[config.mk]
export PLATFORM = sky130hd
export DESIGN_NAME = fetch_unit_flat
export DESIGN_NICKNAME = d
export VERILOG_FILES = /design/src/rtl/fetch_unit_if.sv /design/src/rtl/fetch_unit.sv /design/src/flat_wrapper.sv
export SDC_FILE = /design/constraint.sdc
export NUM_CORES = 1
export LEC_CHECK = 0
export ABC_CLOCK_PERIOD_IN_PS = 4500
export BUFFER_PORTS_ARGS = -buffer_cell sky130_fd_sc_hd__buf_4
export CAP_MARGIN = 20
export CORE_ASPECT_RATIO = 0.7
export CORE_MARGIN = 2
export CORE_UTILIZATION = 60
export CTS_CLUSTER_SIZE = 20
export DETAILED_ROUTE_END_ITERATION = 8
export PLACE_DENSITY = 0.88
export SLEW_MARGIN = 20
export SYNTH_ARGS = -nofsm -noshare
export SYNTH_HDL_FRONTEND = slang
export SYNTH_SLANG_ARGS = --single-unit
[constraint.sdc]
create_clock -name clk -period 4.5 [get_ports clk]
set_input_delay 0.45 -clock clk [delete_from_list [all_inputs] [get_ports clk]]
set_output_delay 0.45 -clock clk [all_outputs]
set_load 0.05 [all_outputs]
[src/rtl/fetch_unit_if.sv]
// Bundle of the fetch unit's memory, redirect and decoder-side signals.
// master: the fetch unit; slave: memory, execute and decoder side.
interface fetch_unit_if;
    logic        imem_req;
    logic [31:0] imem_addr;
    logic        imem_rvalid;
    logic [31:0] imem_rdata;
    logic        redirect_valid;
    logic [31:0] redirect_pc;
    logic        instr_valid;
    logic        instr_ready;
    logic [31:0] instr;
    logic [31:0] instr_pc;
    logic        fetch_fault;

    modport master (
        output imem_req, imem_addr, instr_valid, instr, instr_pc, fetch_fault,
        input  imem_rvalid, imem_rdata, redirect_valid, redirect_pc, instr_ready
    );

    modport slave (
        input  imem_req, imem_addr, instr_valid, instr, instr_pc, fetch_fault,
        output imem_rvalid, imem_rdata, redirect_valid, redirect_pc, instr_ready
    );
endinterface

[src/rtl/fetch_unit.sv]
// Instruction fetch: PC generator, single outstanding request, 2-entry output FIFO.
// Optional FETCH_ALIGN_CHECK_EN: misaligned redirects enter a fault state instead of being rounded.
module fetch_unit #(
    parameter logic [31:0] RESET_PC = 32'h0000_0000
) (
    input logic          clk,
    input logic          rst_n,
    fetch_unit_if.master bus
);

    typedef struct packed {
        logic [31:0] instr;
        logic [31:0] pc;
    } entry_t;

    logic [31:0] pc_q, pc_d;
    entry_t      fifo_q [2];
    entry_t      fifo_d [2];
    logic [1:0]  count_q, count_d;
    logic        inflight_q, inflight_d;
    logic        inflight_epoch_q, inflight_epoch_d;
    logic [31:0] inflight_pc_q, inflight_pc_d;
    logic        epoch_q, epoch_d;

    logic        pop, push, req, fault;
    logic [1:0]  occupancy;
    logic [1:0]  wr_slot;
    logic [31:0] redirect_target;

`ifdef FETCH_ALIGN_CHECK_EN
    typedef enum logic [0:0] {StRun, StFault} state_e;

    state_e state_q, state_d;

    always_comb begin
        state_d = state_q;
        if (bus.redirect_valid) begin
            state_d = (bus.redirect_pc[1:0] != 2'b00) ? StFault : StRun;
        end
    end

    always_ff @(posedge clk) begin
        if (!rst_n) begin
            state_q <= StRun;
        end else begin
            state_q <= state_d;
        end
    end

    assign redirect_target = bus.redirect_pc;
    assign fault           = (state_q == StFault);
`else
    assign redirect_target = {bus.redirect_pc[31:2], 2'b00};
    assign fault           = 1'b0;
`endif

    // Outputs are gated by rst_n so nothing leaks out while reset is held.
    assign bus.instr_valid = rst_n && (count_q != 2'd0);
    assign bus.instr       = fifo_q[0].instr;
    assign bus.instr_pc    = fifo_q[0].pc;
    assign bus.imem_addr   = pc_q;
    assign bus.imem_req    = req;
    assign bus.fetch_fault = rst_n && fault;

    assign pop       = bus.instr_valid && bus.instr_ready;
    // In-flight request reserves a FIFO slot, so the FIFO can never overflow.
    assign occupancy = count_q + {1'b0, inflight_q} - {1'b0, pop};
    assign req       = rst_n && !fault && !bus.redirect_valid && (occupancy < 2'd2);
    assign push      = inflight_q && bus.imem_rvalid && (inflight_epoch_q == epoch_q);
    assign wr_slot   = count_q - {1'b0, pop};

    always_comb begin
        pc_d             = pc_q;
        fifo_d[0]        = fifo_q[0];
        fifo_d[1]        = fifo_q[1];
        count_d          = count_q;
        epoch_d          = epoch_q;
        inflight_d       = req;
        inflight_epoch_d = inflight_epoch_q;
        inflight_pc_d    = inflight_pc_q;

        if (req) begin
            inflight_epoch_d = epoch_q;
            inflight_pc_d    = pc_q;
            pc_d             = pc_q + 32'd4;
        end

        if (bus.redirect_valid) begin
            // Flush wins over any push or pop this cycle; a pop still counts as consumed.
            count_d = 2'd0;
            epoch_d = ~epoch_q;
            pc_d    = redirect_target;
        end else begin
            if (pop) begin
                fifo_d[0] = fifo_q[1];
            end
            if (push) begin
                fifo_d[wr_slot[0]] = '{instr: bus.imem_rdata, pc: inflight_pc_q};
            end
            count_d = count_q + {1'b0, push} - {1'b0, pop};
        end
    end

    always_ff @(posedge clk) begin
        if (!rst_n) begin
            pc_q             <= RESET_PC;
            fifo_q[0]        <= '0;
            fifo_q[1]        <= '0;
            count_q          <= 2'd0;
            epoch_q          <= 1'b0;
            inflight_q       <= 1'b0;
            inflight_epoch_q <= 1'b0;
            inflight_pc_q    <= '0;
        end else begin
            pc_q             <= pc_d;
            fifo_q[0]        <= fifo_d[0];
            fifo_q[1]        <= fifo_d[1];
            count_q          <= count_d;
            epoch_q          <= epoch_d;
            inflight_q       <= inflight_d;
            inflight_epoch_q <= inflight_epoch_d;
            inflight_pc_q    <= inflight_pc_d;
        end
    end

endmodule

[src/flat_wrapper.sv]
// flat-port wrapper written by rule: the top's interface ports become plain ports
module fetch_unit_flat 
#(
    parameter logic [31:0] RESET_PC = 32'h0000_0000
)
  (clk, rst_n, bus_imem_req, bus_imem_addr, bus_instr_valid, bus_instr, bus_instr_pc, bus_fetch_fault, bus_imem_rvalid, bus_imem_rdata, bus_redirect_valid, bus_redirect_pc, bus_instr_ready);
  fetch_unit_if bus_i ();
  input logic clk;
  input logic rst_n;
  output wire logic [$bits(bus_i.imem_req)-1:0] bus_imem_req;
  output wire logic [$bits(bus_i.imem_addr)-1:0] bus_imem_addr;
  output wire logic [$bits(bus_i.instr_valid)-1:0] bus_instr_valid;
  output wire logic [$bits(bus_i.instr)-1:0] bus_instr;
  output wire logic [$bits(bus_i.instr_pc)-1:0] bus_instr_pc;
  output wire logic [$bits(bus_i.fetch_fault)-1:0] bus_fetch_fault;
  input wire logic [$bits(bus_i.imem_rvalid)-1:0] bus_imem_rvalid;
  input wire logic [$bits(bus_i.imem_rdata)-1:0] bus_imem_rdata;
  input wire logic [$bits(bus_i.redirect_valid)-1:0] bus_redirect_valid;
  input wire logic [$bits(bus_i.redirect_pc)-1:0] bus_redirect_pc;
  input wire logic [$bits(bus_i.instr_ready)-1:0] bus_instr_ready;
  assign bus_imem_req = bus_i.imem_req;
  assign bus_imem_addr = bus_i.imem_addr;
  assign bus_instr_valid = bus_i.instr_valid;
  assign bus_instr = bus_i.instr;
  assign bus_instr_pc = bus_i.instr_pc;
  assign bus_fetch_fault = bus_i.fetch_fault;
  assign bus_i.imem_rvalid = bus_imem_rvalid;
  assign bus_i.imem_rdata = bus_imem_rdata;
  assign bus_i.redirect_valid = bus_redirect_valid;
  assign bus_i.redirect_pc = bus_redirect_pc;
  assign bus_i.instr_ready = bus_instr_ready;
  fetch_unit #(.RESET_PC(RESET_PC)) u_core (.clk(clk), .rst_n(rst_n), .bus(bus_i));
endmodule
==> results.md, run 1 <==
- Outcome: completed
- Tot GR Track Use: 29.3%
- Slowest stage delay, CP: 470 ps
- TritonCTS clock tree: done
- Syn. warnings: 0
- Root buffer cell: clkbuf_16
- Hold Vio Cnt, Final: 0
- Synth top area cells: dfxtp_1 43%, nand2_1 14%, nand3_1 7.7%, o21ai_0 7.3%, a21oi_1 5.9%
- Ports: 168
- Clk_lat worst skew: 430 ps
- Setup TNS: 0 ps
- Cell Area, Synth: 0.00895 sq mm
- Sequential share of power: 47.4%
- Slew at the pin closest to its max-slew limit: 943 ps
- Die Width: 150 microns
- Critical setup path kind: register to output pin
- Skew final: 12.6 ps
- Final hold slack: 266 ps
- Combinational Power Share: 12.4%
- Routed Antenna Nets: 0
- Antenna fix cells: 0
- HPWL after DPL: 14500 microns
- GRT overflow: 0
- Setup Fix Bufs, Post-CTS: 0
- Post-Syn Instances: 1218
- Die H: 106 microns
- Min-delay worst type: input port to register
- CP Launch Type: register
- Hold Buf Count CTS: 0
- Worst path top cell family by delay: buffers and inverters
- Setup violators final: 0
- Pwr dens: 373 mW/mm^2
- Post-synth EDFFs: 0
- Die Area: 0.0159 sq mm
- CTS clock-pin slew for the worst setup and hold paths: 80 ps
- First-pass GRT wire length: 37400 microns
- Reg area: 0.00386 sq mm
- Fin util: 70.2%
- Final cell count without fillers: 1461
- Total power: 3.83 mW
- Initial DRC count: 788
- Initial antenna violation count: 0
- Placed inst area: 0.00968 sq mm
- P_int: 2.75 mW
- Max_cap viols: 0
- Max rail drop VDD: 0.262 mV
- Worst EP arrival: 3160 ps
- Mean post-synth cell area: 7.35 sq um
- CP max stage cell: clkinv_1
- Critical Path Sink Type: output pin
- Seq/Total Area, Yosys: 43.2%
- Final Cell Area: 0.0103 sq mm
- Nets: 1326
- Vias in the first global route: 7514
- Worst path buffer plus inverter count: 3
- RSZ-0062 raised after global routing: no
- Clock power share: 40.2%
- Fill cell count: 1194
- Buffers on Ports: 162
- Multi-input combinational cell area: 0.00418 sq mm
- Num rows: 37
- DRC viols: 0
- Lkg Pwr: 3.93 nW
- Post-synth ARST share: 0%
- Final slew viol count: 0
- Synthesis-to-finish area growth: 14.7%
- Initial Util: 61.2%
- Core box area: 0.0146 sq mm
- Cell variety after synth: 52
- Vias per std cell: 5.89
- Critical path cell sequence: o211ai_1, inv_2, ha_1, nor2b_1, xnor2_2, nand2_2, clkinv_1, buf_4
- Drt total wl: 23600 microns
- DP Cell Count: 1430
- Largest net degree at the start of global routing: 86
- Switching pwr: 1.09 mW
- Top FF cell, synth: dfxtp_1
- F_max: 0.277 GHz
- Final Critical Period: 3610 ps
- Max Root-Sink Buffers: 2
- Resized Gates After CTS: 0
- CP Data Required Time: 4050 ps
- Fin worst setup slack: 890 ps
- Switching share of power: 28.4%
- DR vias: 8604
- Flops & latches, synth: 193
- Place WS: 1140 ps
- Worst-path fanout max: 19
- Slew margin rel.: 37.1%
- Share of post-route cells with drive strength above 1: 17.6%
- Clock sink count: 193
- Final Wtd Congestion: 0.829
- Post-route clock period utilization: 80.2%
- Inserted Clock Buffers: 17
- 1st-pass router iterations: 5
- Wirelength per Cell: 16.2 microns
- Top cell type by total area after synthesis: dfxtp_1
- H-tree levels: 4
- Synth top area share: 43.2%
==> synth_stat cells (all sizes together), types with 7 or more instances <==
cell,n
nand2,338
and2,8
a31oi,16
xnor2,15
nor3,7
nand3,138
nor4,8
nand4,9
o21ai,131
dfxtp,193
clkbuf,84
inv,13
buf,78
a21oi,106
o311ai,8
nor2,12
==> power by group through the flow <==
stage,registers [mW],clock network [mW],logic [mW]
2_1_floorplan,1.89,0,0.288
3_3_place_gp,1.85,0,0.463
3_5_place_dp,1.85,0,0.473
4_1_cts,1.81,1.55,0.475
5_1_grt,1.82,1.63,0.511
6_report,1.82,1.54,0.476
==> per-layer routing <==
| metal | up-vias | share of wire [%] | track usage (%) |
|---|---|---|---|
| li1 | 4131 | - | - |
| met1 | 3969 | 42 | 40.3 |
| met2 | 464 | 47 | 46.6 |
| met3 | 40 | 9.9 | 5.92 |
| met4 | 0 | 1.6 | 8.69 |
| met5 | - | 0 | 0 |
==> layout make-up <==
type / count / share of cell area [%]
clock buffers: 17 / 4.14
clock inverters: 14 / 1.63
inverters: 14 / 0.536
multi-input cells: 851 / 40.7
flip-flops and latches: 193 / 37.6
well taps: 195 / 2.38
repair buffers: 177 / 12.9
==> layout by cell type, fill, tap and decap left out, types with 4 or more instances in the layout <==
master	synthesis	final
and2_1	8	8
o22ai_1	4	4
nand2_1	337	336
inv_6	0	4
a21oi_1	106	106
nor2_1	12	12
nor4_1	7	7
xnor2_1	14	14
clkbuf_16	0	17
a31oi_1	16	16
nor3_1	6	5
dfxtp_1	193	193
nand4_1	8	8
inv_8	0	4
o21ai_0	131	131
inv_1	12	11
nand3_1	138	138
and3_1	6	6
buf_4	67	177
o311ai_0	8	8
and4_1	6	6
==> worst paths after layout <==
path                      from                 endpoint  slack (ps)  cells past startpoint
max          u_core.count_q[1]             bus_imem_req         890                      8
max reg2reg  u_core.count_q[1]  u_core.bus.imem_addr[4]        1220                     10
min          bus_imem_rdata[9]                 register         270                      3
min reg2reg           register                 register         450                      2
==> worst register-to-register path, cell delays in order, from the launching register on <==
cell and delay [ps]:
dfxtp_1 350, o211ai_1 240, inv_2 60, ha_1 340
nor2b_1 320, xnor2_2 230, nand2_2 380, clkinv_1 470
buf_4 380, a222oi_1 330, nor2_1 70
==> kinds of logic (layout without fill, tap and decap cells) <==
kind of cell             after synthesis  count (layout)  share of synthesized area, %
AO/OA/AOI/OAI                        281             281                          17.1
XOR/XNOR                              18              18                          2.01
adder cells (fa/ha/maj)                3               3                         0.419
buffers and inverters                176             222                          10.3
flip-flops                           193             193                          43.2
multiplexers                           1               1                         0.126
other                                  1               3                        0.0419
AND/OR/NAND/NOR                      545             545                          26.9
Note: power is estimated with default switching activity, not from simulation.
==> inputs of run 2 (changes only) <==
--- a/config.mk
+++ b/config.mk
@@ -5,15 +5,15 @@
 export SDC_FILE = /design/constraint.sdc
 export NUM_CORES = 1
 export LEC_CHECK = 0
-export ABC_CLOCK_PERIOD_IN_PS = 4500
+export ABC_CLOCK_PERIOD_IN_PS = 3600
 export BUFFER_PORTS_ARGS = -buffer_cell sky130_fd_sc_hd__buf_4
 export CAP_MARGIN = 20
 export CORE_ASPECT_RATIO = 0.7
 export CORE_MARGIN = 2
-export CORE_UTILIZATION = 60
+export CORE_UTILIZATION = 56
 export CTS_CLUSTER_SIZE = 20
 export DETAILED_ROUTE_END_ITERATION = 8
-export PLACE_DENSITY = 0.88
+export PLACE_DENSITY = 0.83
 export SLEW_MARGIN = 20
 export SYNTH_ARGS = -nofsm -noshare
 export SYNTH_HDL_FRONTEND = slang
==> constraint.sdc (replaced) <==
create_clock -name clk -period 3.6 [get_ports clk]
set_input_delay 0.36 -clock clk [delete_from_list [all_inputs] [get_ports clk]]
set_output_delay 0.36 -clock clk [all_outputs]
set_load 0.05 [all_outputs]
==> run 2 against run 1 <==
Effect of this change:
- die area is 6.9% higher
- final cell count is 0.55% higher
- clock power grew 36%
- sequential power is 25% higher
- routed wire length is 1.7% higher
- non-clock buffer count rose by 2
- hold slack lost 76 ps
- largest power group unchanged
==> results.md, run 2 (synthesized netlist as in run 1, its figures left out) <==
- Pwr dens: 479 mW/mm^2 (was 373 mW/mm^2)
- Max rail drop VDD: 0.328 mV (was 0.262 mV)
- DRC viols: 0 (unchanged)
- Wirelength per Cell: 16.4 microns (was 16.2 microns)
- CTS clock-pin slew for the worst setup and hold paths: 70 ps (was 80 ps)
- HPWL after DPL: 14400 microns (was 14500 microns)
- Max_cap viols: 0 (unchanged)
- Num rows: 38 (was 37)
- F_max: 0.295 GHz
- Slew margin rel.: 34.6% (was 37.1%)
- Reg2reg setup slack: 630 ps (was 1220 ps)
- Die Width: 155 microns (was 150 microns)
- Hold Vio Cnt, Final: 0 (unchanged)
- Reg2Reg Depth: 9 (was 10)
- CP Launch Type: register (unchanged)
- Final slew viol count: 0 (unchanged)
- Die H: 110 microns (was 106 microns)
- Clock sink count: 193 (unchanged)
- CP Data Required Time: 3240 ps (was 4050 ps)
- Buffers on Ports: 162 (unchanged)
- Tot GR Track Use: 28.2% (was 29.3%)
- Hold Buf Count CTS: 0 (unchanged)
- Setup TNS: 0 ps (unchanged)
- Largest net degree at the start of global routing: 124 (was 86)
- Drt total wl: 24100 microns (was 23600 microns)
- Synthesis-to-finish area growth: 15.9% (was 14.7%)
- Lkg Pwr: 3.98 nW (was 3.93 nW)
- GRT overflow: 0 (unchanged)
- DR vias: 8507 (was 8604)
- Initial antenna violation count: 0 (unchanged)
- Setup violators final: 0 (unchanged)
- Worst EP arrival: 3040 ps (was 3160 ps)
- Ports: 168 (unchanged)
- First-pass GRT wire length: 38600 microns (was 37400 microns)
- Most common cell after layout, fill and taps aside: nand2_1 (unchanged)
- Skew final: 10.4 ps (was 12.6 ps)
- Outcome: completed (unchanged)
- Post-route clock period utilization: 94.3%
- Root buffer cell: clkbuf_16 (unchanged)
- Slew at the pin closest to its max-slew limit: 981 ps (was 943 ps)
- Setup Fix Bufs, Post-CTS: 0 (unchanged)
- 1st-pass router iterations: 5 (unchanged)
- Vias per std cell: 5.79 (was 5.89)
- Inserted Clock Buffers: 17 (unchanged)
- Cells on Worst Hold Path: 3 (unchanged)
- Critical Path Sink Type: output pin (unchanged)
- Vias in the first global route: 7441 (was 7514)
- Fill cell count: 1349 (was 1194)
- Max Root-Sink Buffers: 2 (unchanged)
- Min-delay worst type: input port to register (unchanged)
- Clk_lat worst skew: 420 ps (was 430 ps)
- Nets: 1328 (was 1326)
- Fin util: 66.7% (was 70.2%)
- Share of post-route cells with drive strength above 1: 17.7% (was 17.6%)
- RSZ-0062 raised after global routing: no (unchanged)
- Final Wtd Congestion: 0.822 (was 0.829)
- Die Area: 0.0170 sq mm (was 0.0159 sq mm)
- Critical setup path kind: register to output pin (unchanged)
- Final Critical Period: 3400 ps
- TritonCTS clock tree: done (unchanged)
- Worst-path fanout max: 18 (was 19)
- Routed Antenna Nets: 0 (unchanged)
- Initial Util: 57.6% (was 61.2%)
- H-tree levels: 4 (unchanged)
- Initial DRC count: 761 (was 788)
- Core box area: 0.0155 sq mm (was 0.0146 sq mm)
- Antenna fix cells: 0 (unchanged)
- Most frequent cells in the layout: 336 x nand2_1, 193 x dfxtp_1, 177 x buf_4, 138 x nand3_1, 131 x o21ai_0 (unchanged)
==> run 2: where the power goes <==
part | switching, mW | leakage [nW] | internal (mW)
clock | 0.839 | 0.313 | 1.26
sequential | 0.0741 | 1.57 | 2.20
combinational | 0.404 | 2.10 | 0.194
total | 1.32 | 3.98 | 3.65
==> run 2: metrics by stage <==
stage / cells / worst slack, ps / cell area, sq um / total power, mW / hold slack [ps]
after floorplan: 1220 / 404 / 8960 / 2.73 / 437
after global placement: 1437 / 602 / 9720 / 2.90 / 442
after detailed placement: 1437 / 506 / 9720 / 2.91 / 447
after CTS: 1469 / 57.1 / 10400 / 4.97 / 173
after global routing: 1469 / 48.9 / 10400 / 5.12 / 181
final: 1469 / 204 / 10400 / 4.97 / 190
==> run 2: what timing repair did <==
action | 4_1_cts | 5_1_grt
setup endpoints to repair | 0 | 1
resized for setup | 0 | 1
hold endpoints to repair | 0 | 0
==> run 2: layer usage <==
layer / global-route usage, % / wire length (microns) / vias up
met5: 0 / 0 / -
met1: 40.4 / 10800 / 3950
li1: - / - / 4145
met3: 5.44 / 2080 / 26
met2: 43.6 / 10800 / 386
met4: 8.07 / 366 / 0
==> run 2: final cells by class <==
type	count	area, sq um	share of cell area, %
timing repair buffer	179	1370	13.2
clock inverter	12	204	1.97
sequential	193	3860	37.2
tap	200	250	2.41
clock buffer	20	447	4.30
inverter	14	58.8	0.567
multi-input combinational	851	4180	40.3
==> run 2: path summary, 6_finish.rpt <==
kind	start	end
worst max-delay path	u_core.count_q[1]	bus_imem_req
worst min-delay path	bus_imem_rdata[6]	register
worst max register to register	u_core.count_q[1]	u_core.bus.imem_addr[24]
worst min register to register	register	register
==> run 2: worst max-delay path, stage by stage, from the launching register on <==
cell and delay [ps]:
dfxtp_1 350, o211ai_1 250, inv_2 60, ha_1 350, nor2b_1 370, xnor2_2 230
nand2_2 290, clkinvlp_4 390, buf_4 320
